`src/rtl/mcs4_axi_burst_master.sv`:
```
// AXI4 INCR burst master: turns "write/read N beats at address A" commands into
// AW/W/B or AR/R channel traffic, with pass-through data streams and a done/resp pulse.
module mcs4_axi_burst_master #(
  parameter int ADDR_W  = 14,
  parameter int DATA_W  = 32,
  parameter int ID_W    = 1,
  parameter int MAX_LEN = 16
) (
  input  logic                  clk,
  input  logic                  rst,
  // command interface
  input  logic                  cmd_valid,
  output logic                  cmd_ready,
  input  logic                  cmd_write,
  input  logic [ADDR_W-1:0]     cmd_addr,
  input  logic [7:0]            cmd_len,
  // write-data stream
  input  logic [DATA_W-1:0]     wr_data,
  input  logic                  wr_valid,
  output logic                  wr_ready,
  // read-data stream
  output logic [DATA_W-1:0]     rd_data,
  output logic                  rd_last,
  output logic                  rd_valid,
  input  logic                  rd_ready,
  // completion
  output logic                  done,
  output logic [1:0]            done_resp,
  output logic                  busy,
  // AXI write address
  output logic [ID_W-1:0]       m_axi_awid,
  output logic [ADDR_W-1:0]     m_axi_awaddr,
  output logic [7:0]            m_axi_awlen,
  output logic [2:0]            m_axi_awsize,
  output logic [1:0]            m_axi_awburst,
  output logic                  m_axi_awlock,
  output logic [3:0]            m_axi_awcache,
  output logic [2:0]            m_axi_awprot,
  output logic [3:0]            m_axi_awqos,
  output logic [3:0]            m_axi_awregion,
  output logic                  m_axi_awvalid,
  input  logic                  m_axi_awready,
  // AXI write data
  output logic [DATA_W-1:0]     m_axi_wdata,
  output logic [DATA_W/8-1:0]   m_axi_wstrb,
  output logic                  m_axi_wlast,
  output logic                  m_axi_wvalid,
  input  logic                  m_axi_wready,
  // AXI write response
  input  logic [ID_W-1:0]       m_axi_bid,
  input  logic [1:0]            m_axi_bresp,
  input  logic                  m_axi_bvalid,
  output logic                  m_axi_bready,
  // AXI read address
  output logic [ID_W-1:0]       m_axi_arid,
  output logic [ADDR_W-1:0]     m_axi_araddr,
  output logic [7:0]            m_axi_arlen,
  output logic [2:0]            m_axi_arsize,
  output logic [1:0]            m_axi_arburst,
  output logic                  m_axi_arlock,
  output logic [3:0]            m_axi_arcache,
  output logic [2:0]            m_axi_arprot,
  output logic [3:0]            m_axi_arqos,
  output logic [3:0]            m_axi_arregion,
  output logic                  m_axi_arvalid,
  input  logic                  m_axi_arready,
  // AXI read data
  input  logic [ID_W-1:0]       m_axi_rid,
  input  logic [DATA_W-1:0]     m_axi_rdata,
  input  logic [1:0]            m_axi_rresp,
  input  logic                  m_axi_rlast,
  input  logic                  m_axi_rvalid,
  output logic                  m_axi_rready
);

  localparam int         BYTES   = DATA_W / 8;
  localparam int         LSB     = $clog2(BYTES);
  localparam logic [2:0] AX_SIZE = 3'(LSB);
  localparam logic [1:0] RESP_SLVERR = 2'b10;

  typedef enum logic [2:0] {IDLE, AW, W, B, AR, R, ERR} state_t;

  state_t            state;
  logic [ADDR_W-1:0] addr_q;
  logic [7:0]        len_q;
  logic [7:0]        beat_cnt;
  logic [1:0]        rresp_acc;

  logic [ADDR_W-1:0] cmd_addr_al;
  logic [13:0]       burst_bytes;
  logic [13:0]       burst_end;
  logic              cmd_cross;
  logic              cmd_too_long;
  logic [1:0]        rresp_next;
  logic              unused_in;

  function automatic logic [1:0] resp_max(input logic [1:0] a, input logic [1:0] b);
    return (b > a) ? b : a;
  endfunction

  // Command screening: sub-word address bits dropped, then length and 4 KB page checks.
  assign cmd_addr_al  = {cmd_addr[ADDR_W-1:LSB], {LSB{1'b0}}};
  assign burst_bytes  = ({6'd0, cmd_len} + 14'd1) << LSB;
  assign burst_end    = {2'b00, cmd_addr_al[11:0]} + burst_bytes;
  assign cmd_cross    = burst_end > 14'd4096;
  assign cmd_too_long = {24'd0, cmd_len} >= 32'(MAX_LEN);

  assign rresp_next = resp_max(rresp_acc, m_axi_rresp);

  // IDs are always 0, so returned IDs carry no information; low address bits are discarded.
  assign unused_in = ^{m_axi_bid, m_axi_rid, cmd_addr[LSB-1:0]};

  assign m_axi_awid     = '0;
  assign m_axi_awaddr   = addr_q;
  assign m_axi_awlen    = len_q;
  assign m_axi_awsize   = AX_SIZE;
  assign m_axi_awburst  = 2'b01;
  assign m_axi_awlock   = 1'b0;
  assign m_axi_awcache  = 4'd0;
  assign m_axi_awprot   = 3'd0;
  assign m_axi_awqos    = 4'd0;
  assign m_axi_awregion = 4'd0;

  assign m_axi_arid     = '0;
  assign m_axi_araddr   = addr_q;
  assign m_axi_arlen    = len_q;
  assign m_axi_arsize   = AX_SIZE;
  assign m_axi_arburst  = 2'b01;
  assign m_axi_arlock   = 1'b0;
  assign m_axi_arcache  = 4'd0;
  assign m_axi_arprot   = 3'd0;
  assign m_axi_arqos    = 4'd0;
  assign m_axi_arregion = 4'd0;

  // Data streams are combinational pass-throughs gated by the registered state.
  assign m_axi_wdata  = wr_data;
  assign m_axi_wstrb  = '1;
  assign m_axi_wvalid = (state == W) && wr_valid;
  assign wr_ready     = (state == W) && m_axi_wready;
  assign m_axi_wlast  = (state == W) && (beat_cnt == len_q);

  assign rd_data      = m_axi_rdata;
  assign rd_valid     = (state == R) && m_axi_rvalid;
  assign rd_last      = (state == R) && m_axi_rlast;
  assign m_axi_rready = (state == R) && rd_ready;

  always_ff @(posedge clk) begin
    if (state == IDLE && cmd_valid) begin
      addr_q <= cmd_addr_al;
      len_q  <= cmd_len;
    end
  end

  always_ff @(posedge clk or posedge rst) begin
    if (rst) begin
      state         <= IDLE;
      cmd_ready     <= 1'b1;
      m_axi_awvalid <= 1'b0;
      m_axi_arvalid <= 1'b0;
      m_axi_bready  <= 1'b0;
      done          <= 1'b0;
      done_resp     <= 2'b00;
      busy          <= 1'b0;
      beat_cnt      <= 8'd0;
      rresp_acc     <= 2'b00;
    end else begin
      done <= 1'b0;
      case (state)
        IDLE: begin
          if (cmd_valid) begin
            cmd_ready <= 1'b0;
            beat_cnt  <= 8'd0;
            rresp_acc <= 2'b00;
            if (cmd_too_long || cmd_cross) begin
              state     <= ERR;
              done      <= 1'b1;
              done_resp <= RESP_SLVERR;
            end else if (cmd_write) begin
              state         <= AW;
              m_axi_awvalid <= 1'b1;
              busy          <= 1'b1;
            end else begin
              state         <= AR;
              m_axi_arvalid <= 1'b1;
              busy          <= 1'b1;
            end
          end
        end
        AW: begin
          if (m_axi_awready) begin
            m_axi_awvalid <= 1'b0;
            state         <= W;
          end
        end
        W: begin
          if (m_axi_wvalid && m_axi_wready) begin
            if (m_axi_wlast) begin
              state        <= B;
              m_axi_bready <= 1'b1;
            end else begin
              beat_cnt <= beat_cnt + 8'd1;
            end
          end
        end
        B: begin
          if (m_axi_bvalid) begin
            m_axi_bready <= 1'b0;
            state        <= IDLE;
            done         <= 1'b1;
            done_resp    <= m_axi_bresp;
            busy         <= 1'b0;
            cmd_ready    <= 1'b1;
          end
        end
        AR: begin
          if (m_axi_arready) begin
            m_axi_arvalid <= 1'b0;
            state         <= R;
          end
        end
        R: begin
          if (m_axi_rvalid && rd_ready) begin
            rresp_acc <= rresp_next;
            beat_cnt  <= beat_cnt + 8'd1;
            // A slave that never raises rlast still terminates the burst, flagged as an error.
            if (m_axi_rlast || beat_cnt == len_q) begin
              state     <= IDLE;
              done      <= 1'b1;
              done_resp <= m_axi_rlast ? rresp_next : RESP_SLVERR;
              busy      <= 1'b0;
              cmd_ready <= 1'b1;
            end
          end
        end
        ERR: begin
          state     <= IDLE;
          cmd_ready <= 1'b1;
        end
        default: begin
          state     <= IDLE;
          cmd_ready <= 1'b1;
        end
      endcase
    end
  end

endmodule

```
`config.mk`:
```
export PLATFORM = sky130hd
export DESIGN_NAME = mcs4_axi_burst_master
export DESIGN_NICKNAME = d
export VERILOG_FILES = /design/src/rtl/mcs4_axi_burst_master.sv
export SDC_FILE = /design/constraint.sdc
export NUM_CORES = 1
export LEC_CHECK = 0
export CORE_MARGIN = 5
export CORE_UTILIZATION = 34
export CTS_CLUSTER_SIZE = 40
export DETAILED_ROUTE_END_ITERATION = 10
export PLACE_DENSITY = 0.82
export SYNTH_ARGS = -nofsm -noshare
export SYNTH_HDL_FRONTEND = slang
export SYNTH_SLANG_ARGS = --single-unit
```
`constraint.sdc`:
```
create_clock -name clk -period 2.58 [get_ports clk]
set_input_delay 0.258 -clock clk [delete_from_list [all_inputs] [get_ports clk]]
set_output_delay 0.258 -clock clk [all_outputs]
set_load 0.02 [all_outputs]
```
==> metrics, run 1 <==
measured slew at the worst slew-check pin 812 ps; vias in the first global route 2,638; FF-to-FF setup slack 180 ps; total CTS buffers 5; initial antenna violation count 0; Area growth syn-to-layout 21.1%; clk_lat worst skew 290 ps; worst setup slack after layout 36.1 ps; reg2reg end state[2]$_DFFE_PP0P_; fin. max-slew vios 0; Synth cell types 53; final worst path period share 98.6%; Synth Register Bits 41; share of layout cells above drive strength 1 19.4%; detailed-route via count 2,648; total congestion overflow 0; clock skew 4.92 ps; Final Wtd Congestion 0.830; Routed WL per cell 15.3 um; startpoint class of the critical path primary input; CTS tree built; die area 0.0126 mm^2; Comb power frac 51.6%; fmax 393 MHz; Clock Pin Slew Worst Setup and Hold Paths 80 ps; dpl hpwl 6830 um; Hold Crit Class in -> reg; Synth area leader buf_4; Async SR Flop Fraction 51.2%; Most used DFF post-synth edfxtp_1; hold buffer count at cts 0; Num Clock Sinks 41; filler instances 969; switching portion of total power 41.2%; synthesized cell area 0.00354 mm^2; internal power 1.75 mW; first drt pass iteration count 4; relative slew slack 45.8%; Synth area leaders buf_4, edfxtp_1, dfrtp_1, ha_1, xnor2_1; min Tclk post-route 2540 ps; Mapped Cells 389; Core Box Area 0.0102 mm^2; post-route antenna net violation count 0; crit path kind in -> reg; pre-CTS WS -898 ps; Finished Layout Cells 564; number of synthesized flops with an enable pin 20; RR Startpoint state[1]$_DFFE_PP0P_; Reg2Reg Depth 7; hold slack 163 ps; yosys warns 0; top cell type's share of synthesized area 28.8%; Lkg Pwr 1.85 nW; clock buffer depth 2; nets@finish 549; ant diodes 0; PwrDens 693 mW/mm^2; crit path max fanout 5; max-cap violation count 0; die width 112 um; initial core utilization 34.6%; pin count of the biggest net entering global routing 23; Worst Setup EP m_axi_awvalid$_DFFE_PP0P_; vias per inst 4.70; Psw 1.23 mW; Post-Route Utilization 41.9%; # DRC 0; Port Buffers 89; GRT Total Usage 12.6%; row cnt 37; maximum vdd drop 0.275 mV; worst path required time 2810 ps; clock share of power 14.5%; CTS H-tree depth 2; # IOs 274; Synth Area per Inst 9.10 um^2; first-pass GRT wire length 13,000 um; Seq/Total Area, Yosys 31.8%; clock root cell clkbuf_8; drt total wl 8600 um; final setup fails 0; final hold violations 0; crit path DAT 2770 ps; placed instance count 552; starting DRC count in detailed routing 106; Die Ht 112 um; element type at the critical path end flip-flop; Crit. Startpoint cmd_len[0]; register share of total power 33.9%; status complete, no violations; Total Power 2.97 mW
## sequential cells by signal, indices dropped and copies added, names as in the netlist, 2 cells and up
| signal | count |
|---|---|
| m_axi_araddr | 12 |
| beat_cnt | 8 |
| m_axi_arlen | 8 |
| state | 3 |
| done_resp | 2 |
| rresp_acc | 2 |
## power groups by stage
stage / Clock (mW) / Combinational, mW / Sequential (mW)
6_report: 0.431 / 1.53 / 1.01
3_5_place_dp: 0 / 1.46 / 1.02
4_1_cts: 0.442 / 1.51 / 1.01
2_1_floorplan: 0 / 1.06 / 1.07
5_1_grt: 0.462 / 1.65 / 1.03
3_3_place_gp: 0 / 1.42 / 1.01
## cell families (layout without fill, tap and decap cells)
logic type               Yosys count  count (layout)  synth area share (%)
buffers and inverters            156             145                  31.0
AND/OR/NAND/NOR                   91              91                  14.1
AO/OA/AOI/OAI                     56              56                  10.0
flip-flops                        41              41                  31.8
XOR/XNOR                          21              21                  5.19
adder cells (fa/ha/maj)           18              18                  6.57
multiplexers                       4               4                  1.13
other                              2              52                 0.212
## metal layers
| metal | routed length, um | vias to the layer above | global-route usage, % |
|---|---|---|---|
| li1 | - | 1225 | - |
| met1 | 3240 | 1270 | 13.3 |
| met2 | 4380 | 126 | 22.8 |
| met3 | 759 | 27 | 4.69 |
| met4 | 223 | 0 | 4.89 |
| met5 | 0 | - | 0 |
## repair_timing
item	CTS	global route
setup buffers	2	2
pin swaps	12	16
resized for setup	50	21
setup endpoints to repair	9	9
## final cells by class
class	instances	area, um^2	area share, %
Timing Repair Buffer	122	1150	26.9
Clock inverter	3	22.5	0.525
Tap cell	136	170	3.97
Sequential cell	41	1130	26.3
Multi-Input combinational cell	242	1690	39.4
Clock buffer	5	68.8	1.60
Inverter	15	56.3	1.31
## through the flow
step / TNS, ps / area (um^2)
4_1_cts: 0 / 4220
3_5_place_dp: -7060 / 4000
5_1_grt: -7.67 / 4290
2_1_floorplan: 0 / 3740
3_3_place_gp: -6380 / 4000
6_report: 0 / 4290
## synth_stat cells (all sizes together), types with 2 or more instances
cell type,instances
and2,3
or2,2
o22ai,2
a31oi,3
nor3b,3
a21oi,13
nor2b,2
nor2,15
or4,4
ha,17
xor2,7
o311a,3
nand4,3
o21ai,19
edfxtp,20
clkbuf,5
buf,136
nand2,21
nand3,11
a22o,2
mux2i,4
nand2b,6
nor3,5
a32o,2
o211ai,2
nor4,2
and3,8
inv,14
a21o,3
dfrtp,20
conb,2
xnor2,14
## worst min-delay path by stage
stage	startpoint	end	slack [ps]	depth (start not counted)
finish	cmd_len[1]	m_axi_arlen[1]$_DFFE_PP_	160	1
CTS	cmd_len[2]	m_axi_arlen[2]$_DFFE_PP_	190	1
floorplan	rst	beat_cnt[0]$_DFFE_PP0P_	230	1
global route	cmd_len[1]	m_axi_arlen[1]$_DFFE_PP_	150	1
detailed placement	rresp_acc[1]$_DFFE_PP0P_	rresp_acc[1]$_DFFE_PP0P_	500	2
global placement	rresp_acc[1]$_DFFE_PP0P_	rresp_acc[1]$_DFFE_PP0P_	490	2
## worst max-delay path, cell delays in order
cell and delay [ps]:
buf_6 110, ha_4 170, buf_4 130, xor2_1 140, ha_1 330, buf_6 140
and4_4 150, or4_4 520, a22oi_2 220, and4b_2 290, or2_4 150, a32o_1 160
## layout by cell type (no fill, tap or decap), types with 3 or more instances in the layout
master            n
a21o_1            3
a21oi_1          11
and2_1            3
and3_1            7
buf_4            28
buf_6             6
clkbuf_8          5
clkdlybuf4s50_1  80
conb_1           52
dfrtp_1          20
dlygate4sd2_1     3
edfxtp_1         20
ha_1             11
ha_2              3
ha_4              3
inv_1            12
mux2i_1           4
nand2_1          20
nand2b_1          6
nand3_1           9
nand4_1           3
nor2_1           14
nor3_1            3
nor3b_1           3
o21ai_0          13
o21ai_1           6
o311a_1           3
or4_4             3
xnor2_1          11
xnor2_2           3
xor2_1            7
(Power assumes the default switching activity.)
==> run 2, diff against run 1 <==
--- a/config.mk
+++ b/config.mk
@@ -9,7 +9,7 @@
 export CORE_UTILIZATION = 34
 export CTS_CLUSTER_SIZE = 40
 export DETAILED_ROUTE_END_ITERATION = 10
-export PLACE_DENSITY = 0.82
+export PLACE_DENSITY_LB_ADDON = 0.1
 export SYNTH_ARGS = -nofsm -noshare
 export SYNTH_HDL_FRONTEND = slang
 export SYNTH_SLANG_ARGS = --single-unit
==> metrics, run 2 (synthesized netlist as in run 1, its figures left out) <==
ant diodes 0 (unchanged); Core Box Area 0.0102 mm^2 (unchanged); CTS tree built; vias in the first global route 2,510 (-4.9%); hold buffer count at cts 0 (unchanged); hold path start cmd_addr[2]; share of layout cells above drive strength 1 20.9% (+1.5 points); clk_lat worst skew 300 ps (about the same); Finished Layout Cells 571 (+1.2%); total CTS buffers 5 (unchanged); first-pass GRT wire length 12,800 um (-1.3%); slowest library cell on the worst path o311a_1; die width 112 um (unchanged); most used cell, CP or2_4; maximum vdd drop 0.247 mV (-10%); Reg2Reg Depth 7 (unchanged); Post-Route Utilization 42.3% (+0.34 points); top routing layer used met4; pin count of the biggest net entering global routing 22 (-4.3%); fmax 405 MHz (+3.0%); element type at the critical path end flip-flop; final setup fails 0 (unchanged); slowest stage delay, CP 360 ps (-160 ps); Routed WL per cell 14.3 um (-6.5%); filler instances 1,031 (+6.4%); crit path DAT 2660 ps (-110 ps); fin. max-slew vios 0 (unchanged); Hold Crit Depth 1 (unchanged); critical path's top delay family simple AND/OR/NAND/NOR gates; reg2reg end beat_cnt[5]$_DFFE_PP0P_; Worst Hold Endpoint m_axi_araddr[2]$_DFFE_PP_; status complete, no violations; crit-path cells buf_4, inv_2, nor3_4, nand4_1, xnor2_1, ha_2, or2_4, o311a_1, nor3_2, and4b_1, or2_4, a32o_1; Port Buffers 89 (unchanged); Clock Pin Slew Worst Setup and Hold Paths 90 ps (about the same); starting DRC count in detailed routing 76 (-28%); first drt pass iteration count 4 (unchanged); commonest non-fill, non-tap cell in the layout clkdlybuf4s50_1; CTS H-tree depth 2 (unchanged); nets@finish 556 (+1.3%); min Tclk post-route 2470 ps (-73.8 ps); GRT Total Usage 12.5% (-0.13 points); DRT met1 WL 3520 um (+8.6%); PwrDens 685 mW/mm^2 (-1.2%); Lkg Pwr 1.90 nW (+3.2%); FF-to-FF setup slack 520 ps (+340 ps); Final Wtd Congestion 0.808 (-2.7%); drt total wl 8150 um (-5.3%); most frequent cells in the layout clkdlybuf4s50_1, conb_1, buf_4, dfrtp_1, edfxtp_1; worst setup slack after layout 110 ps (+73.8 ps); relative slew slack 42.8% (-3.0 points); initial core utilization 34.6% (unchanged); crit path max fanout 5 (unchanged); post-route antenna net violation count 0 (unchanged); RR Startpoint state[2]$_DFFE_PP0P_; # DRC 0 (unchanged); clock buffer depth 2 (unchanged); startpoint class of the critical path primary input; Die Ht 112 um (unchanged); measured slew at the worst slew-check pin 857 ps (+44.8 ps); vias per inst 4.43 (-5.7%); # IOs 274 (unchanged); Buf/Inv on CP 2 (-1); pre-CTS WS -841 ps (+57.3 ps); dpl hpwl 6490 um (-4.9%); worst path required time 2770 ps (-40 ps); max FFs per register 12 (unchanged); crit path kind in -> reg; final hold violations 0 (unchanged); die area 0.0126 mm^2 (unchanged); met3 WL 580 um (-24%); clock root cell clkbuf_8; max-cap violation count 0 (unchanged); placed instance count 559 (+1.3%); detailed-route via count 2,528 (-4.5%); Hold Crit Class in -> reg; final worst path period share 95.7% (-2.9 points); initial antenna violation count 0 (unchanged); clock skew 5.68 ps (+0.759 ps); Num Clock Sinks 41 (unchanged); row cnt 37 (unchanged); metal2 WL 3970 um (-9.4%); Area growth syn-to-layout 22.1%; total congestion overflow 0 (unchanged)
-- run 2: cell count changes in the layout (fill, tap and decap cells not counted), moves of 2 or more --
cell / previous run / this run
dlygate4sd2_1: 3 / 1
clkdlybuf4s50_1: 80 / 78
o21ai_1: 6 / 4
buf_6: 6 / 3
dlymetal6s2s_1: 1 / 4
buf_4: 28 / 39
o21ai_2: 0 / 2
-- run 2: power breakdown --
part	switching [mW]	total [mW]	internal, mW
Combinational	0.825	1.54	0.715
Clock	0.238	0.426	0.187
Sequential	0.137	0.997	0.860
-- run 2: timing repair --
| action | CTS | global route |
|---|---|---|
| pin swaps | 19 | 27 |
| endpoints found under the setup margin | 9 | 9 |
| cloned | 0 | 0 |
| buffers inserted | 3 | 3 |
| resized for setup | 46 | 27 |
-- run 2: per-layer routing --
| layer | global-route usage [%] | vias to the layer above |
|---|---|---|
| li1 | - | 1225 |
| met1 | 16.1 | 1177 |
| met2 | 20.2 | 117 |
| met3 | 4.31 | 9 |
| met4 | 2.96 | 0 |
| met5 | 0 | - |
-- run 2: worst max-delay path by stage --
| stage | start | to | slack [ps] | cells after the start |
|---|---|---|---|---|
| 2_1_floorplan | cmd_len[0] | m_axi_arvalid$_DFFE_PP0P_ | 20 | 11 |
| 3_3_place_gp | cmd_len[0] | done_resp[1]$_DFFE_PP0P_ | -830 | 14 |
| 3_5_place_dp | cmd_len[0] | done_resp[1]$_DFFE_PP0P_ | -840 | 14 |
| 4_1_cts | cmd_len[3] | m_axi_arvalid$_DFFE_PP0P_ | 3 | 12 |
| 5_1_grt | cmd_len[1] | m_axi_awvalid$_DFFE_PP0P_ | -7 | 12 |
| 6_report | cmd_len[1] | m_axi_awvalid$_DFFE_PP0P_ | 110 | 12 |
-- run 2: cell type report --
class	instances	area [um^2]	share of cell area, %
multi-input combinational	242	1700	39.2
timing repair buffer	129	1190	27.4
sequential	41	1130	26.1
tap	136	170	3.94
clock buffer	5	68.8	1.59
inverter	15	58.8	1.36
clock inverter	3	17.5	0.405
-- run 2: metrics by stage --
step	power (mW)	TNS, ps	hold slack [ps]	instance area, um^2
finish	2.96	0	191	4320
global route	3.19	-6.51	198	4320
CTS	2.98	0	275	4250
detailed placement	2.51	-6950	488	4040
global placement	2.51	-6490	487	4040
floorplan	2.13	0	234	3740
==> run 3, diff against run 2 <==
--- a/config.mk
+++ b/config.mk
@@ -10,6 +10,7 @@
 export CTS_CLUSTER_SIZE = 40
 export DETAILED_ROUTE_END_ITERATION = 10
 export PLACE_DENSITY_LB_ADDON = 0.1
+export SKIP_LAST_GASP = 1
 export SYNTH_ARGS = -nofsm -noshare
 export SYNTH_HDL_FRONTEND = slang
 export SYNTH_SLANG_ARGS = --single-unit
==> metrics, run 3 (synthesized netlist as in run 1, its figures left out) <==
clock root cell clkbuf_8; final hold violations 0 (unchanged); die width 112 um (unchanged); CTS tree built; commonest non-fill, non-tap cell in the layout clkdlybuf4s50_1; min Tclk post-route 2480 ps (+11.3 ps); detailed-route via count 2,529 (+0.040%); hold slack 191 ps (-0.0890 ps); register area 0.00113 mm^2 (unchanged); # IOs 274 (unchanged); startpoint class of the critical path primary input; footprint of the multi-input gates 0.00170 mm^2 (unchanged); row cnt 37 (unchanged); slowest library cell on the worst path or4_4; Port Buffers 89 (unchanged); total congestion overflow 0 (unchanged); crit path DAT 2720 ps (+60 ps); nets@finish 556 (unchanged); first drt pass iteration count 4 (unchanged); vias per inst 4.43 (about the same); Finished Layout Cells 571 (unchanged); dpl hpwl 6490 um (unchanged); Lkg Pwr 1.90 nW (-0.48%); final setup fails 0 (unchanged); first-pass GRT wire length 12,800 um (unchanged); # DRC 0 (unchanged); clk_lat worst skew 300 ps (about the same); slowest stage delay, CP 520 ps (+160 ps); Buf/Inv on CP 1 (-1); max FFs per register 12 (unchanged); post-route antenna net violation count 0 (unchanged); CTS H-tree depth 2 (unchanged); measured slew at the worst slew-check pin 857 ps (unchanged); Hold Crit Class in -> reg; crit path kind in -> reg; pre-CTS WS -841 ps (unchanged); GRT Total Usage 12.5% (unchanged); filler instances 1,031 (unchanged); Core Box Area 0.0102 mm^2 (unchanged); pin count of the biggest net entering global routing 22 (unchanged); starting DRC count in detailed routing 74 (-2.6%); clock buffer depth 2 (unchanged); relative slew slack 42.8% (unchanged); Num Clock Sinks 41 (unchanged); crit-path cells clkdlybuf4s50_1, and3_2, ha_4, a21o_1, a31oi_1, or4_4, a22oi_2, and4b_1, or2_4, a32o_1; most frequent cells in the layout clkdlybuf4s50_1, conb_1, buf_4, dfrtp_1, edfxtp_1; Post-Route Utilization 42.2% (about the same); Final Wtd Congestion 0.808 (unchanged); drt total wl 8150 um (about the same); element type at the critical path end flip-flop; die area 0.0126 mm^2 (unchanged); RSZ-0062 raised after global routing true; initial core utilization 34.6% (unchanged); Clock Pin Slew Worst Setup and Hold Paths 90 ps (about the same); vias in the first global route 2,510 (unchanged); worst setup slack after layout 98.6 ps (-11.3 ps); Routed WL per cell 14.3 um (about the same); fin. max-slew vios 0 (unchanged); fmax 403 MHz (-0.46%); maximum vdd drop 0.247 mV (+0.21%); final worst path period share 96.2% (+0.44 points); placed instance count 559 (unchanged); ant diodes 0 (unchanged); initial antenna violation count 0 (unchanged); worst path required time 2820 ps (+50 ps); share of layout cells above drive strength 1 20.9% (unchanged); Die Ht 112 um (unchanged); PwrDens 686 mW/mm^2 (about the same); clock skew 5.61 ps (-0.0651 ps); total CTS buffers 5 (unchanged); critical path's top delay family simple AND/OR/NAND/NOR gates; crit path max fanout 5 (unchanged); Area growth syn-to-layout 22.0% (about the same); max-cap violation count 0 (unchanged); status complete, no violations
-- run 3: what timing repair did --
item | 4_1_cts | 5_1_grt
pin swaps | 19 | 26
hold buffers | 0 | 0
buffers inserted | 3 | 3
endpoints found under the setup margin | 9 | 9
gates resized for setup | 46 | 26
-- run 3: where the power goes --
part / total, mW / internal, mW / switching (mW)
Combinational: 1.54 / 0.716 / 0.826
Clock: 0.426 / 0.187 / 0.238
Sequential: 0.997 / 0.860 / 0.137
-- run 3: path summary, 6_finish.rpt --
check | startpoint | end | slack, ps | depth (start not counted)
max | cmd_len[7] | m_axi_awvalid$_DFFE_PP0P_ | 100 | 10
min reg2reg | m_axi_awvalid$_DFFE_PP0P_ | m_axi_awvalid$_DFFE_PP0P_ | 500 | 1
min in group asynchronous | rst | beat_cnt[0]$_DFFE_PP0P_ | 440 | 2
max reg2reg | state[2]$_DFFE_PP0P_ | beat_cnt[5]$_DFFE_PP0P_ | 520 | 7
min | cmd_addr[2] | m_axi_araddr[2]$_DFFE_PP_ | 190 | 1
max in group asynchronous | rst | m_axi_arvalid$_DFFE_PP0P_ | 1610 | 2
-- run 3: area by class of cell --
cell class              count  area share (%)
clock inverters             3           0.405
multi-input cells         242            39.2
repair buffers            129            27.4
inverters                  15            1.36
flip-flops and latches     41            26.1
clock buffers               5            1.59
well taps                 136            3.94
-- run 3: worst register-to-register path: cells and delay by family, from the launching register on --
| kind | cells | cell delay, ps |
|---|---|---|
| AND/OR/NAND/NOR | 4 | 860 |
| AO/OA/AOI/OAI | 3 | 520 |
| flip-flops | 1 | 560 |
-- run 3: metrics by stage --
step,instance area (um^2),total power [mW],TNS [ps]
2_1_floorplan,3740,2.13,0
6_report,4320,2.96,0
5_1_grt,4320,3.19,-18.0
3_5_place_dp,4040,2.51,-6950
3_3_place_gp,4040,2.51,-6490
4_1_cts,4250,2.98,0
-- run 3: metal layers --
| metal | vias up | share of wire [%] | global-route usage (%) |
|---|---|---|---|
| met5 | - | 0 | 0 |
| met4 | 0 | 0.97 | 2.96 |
| met3 | 9 | 7.1 | 4.31 |
| met2 | 119 | 49 | 20.2 |
| met1 | 1176 | 43 | 16.1 |
| li1 | 1225 | - | - |
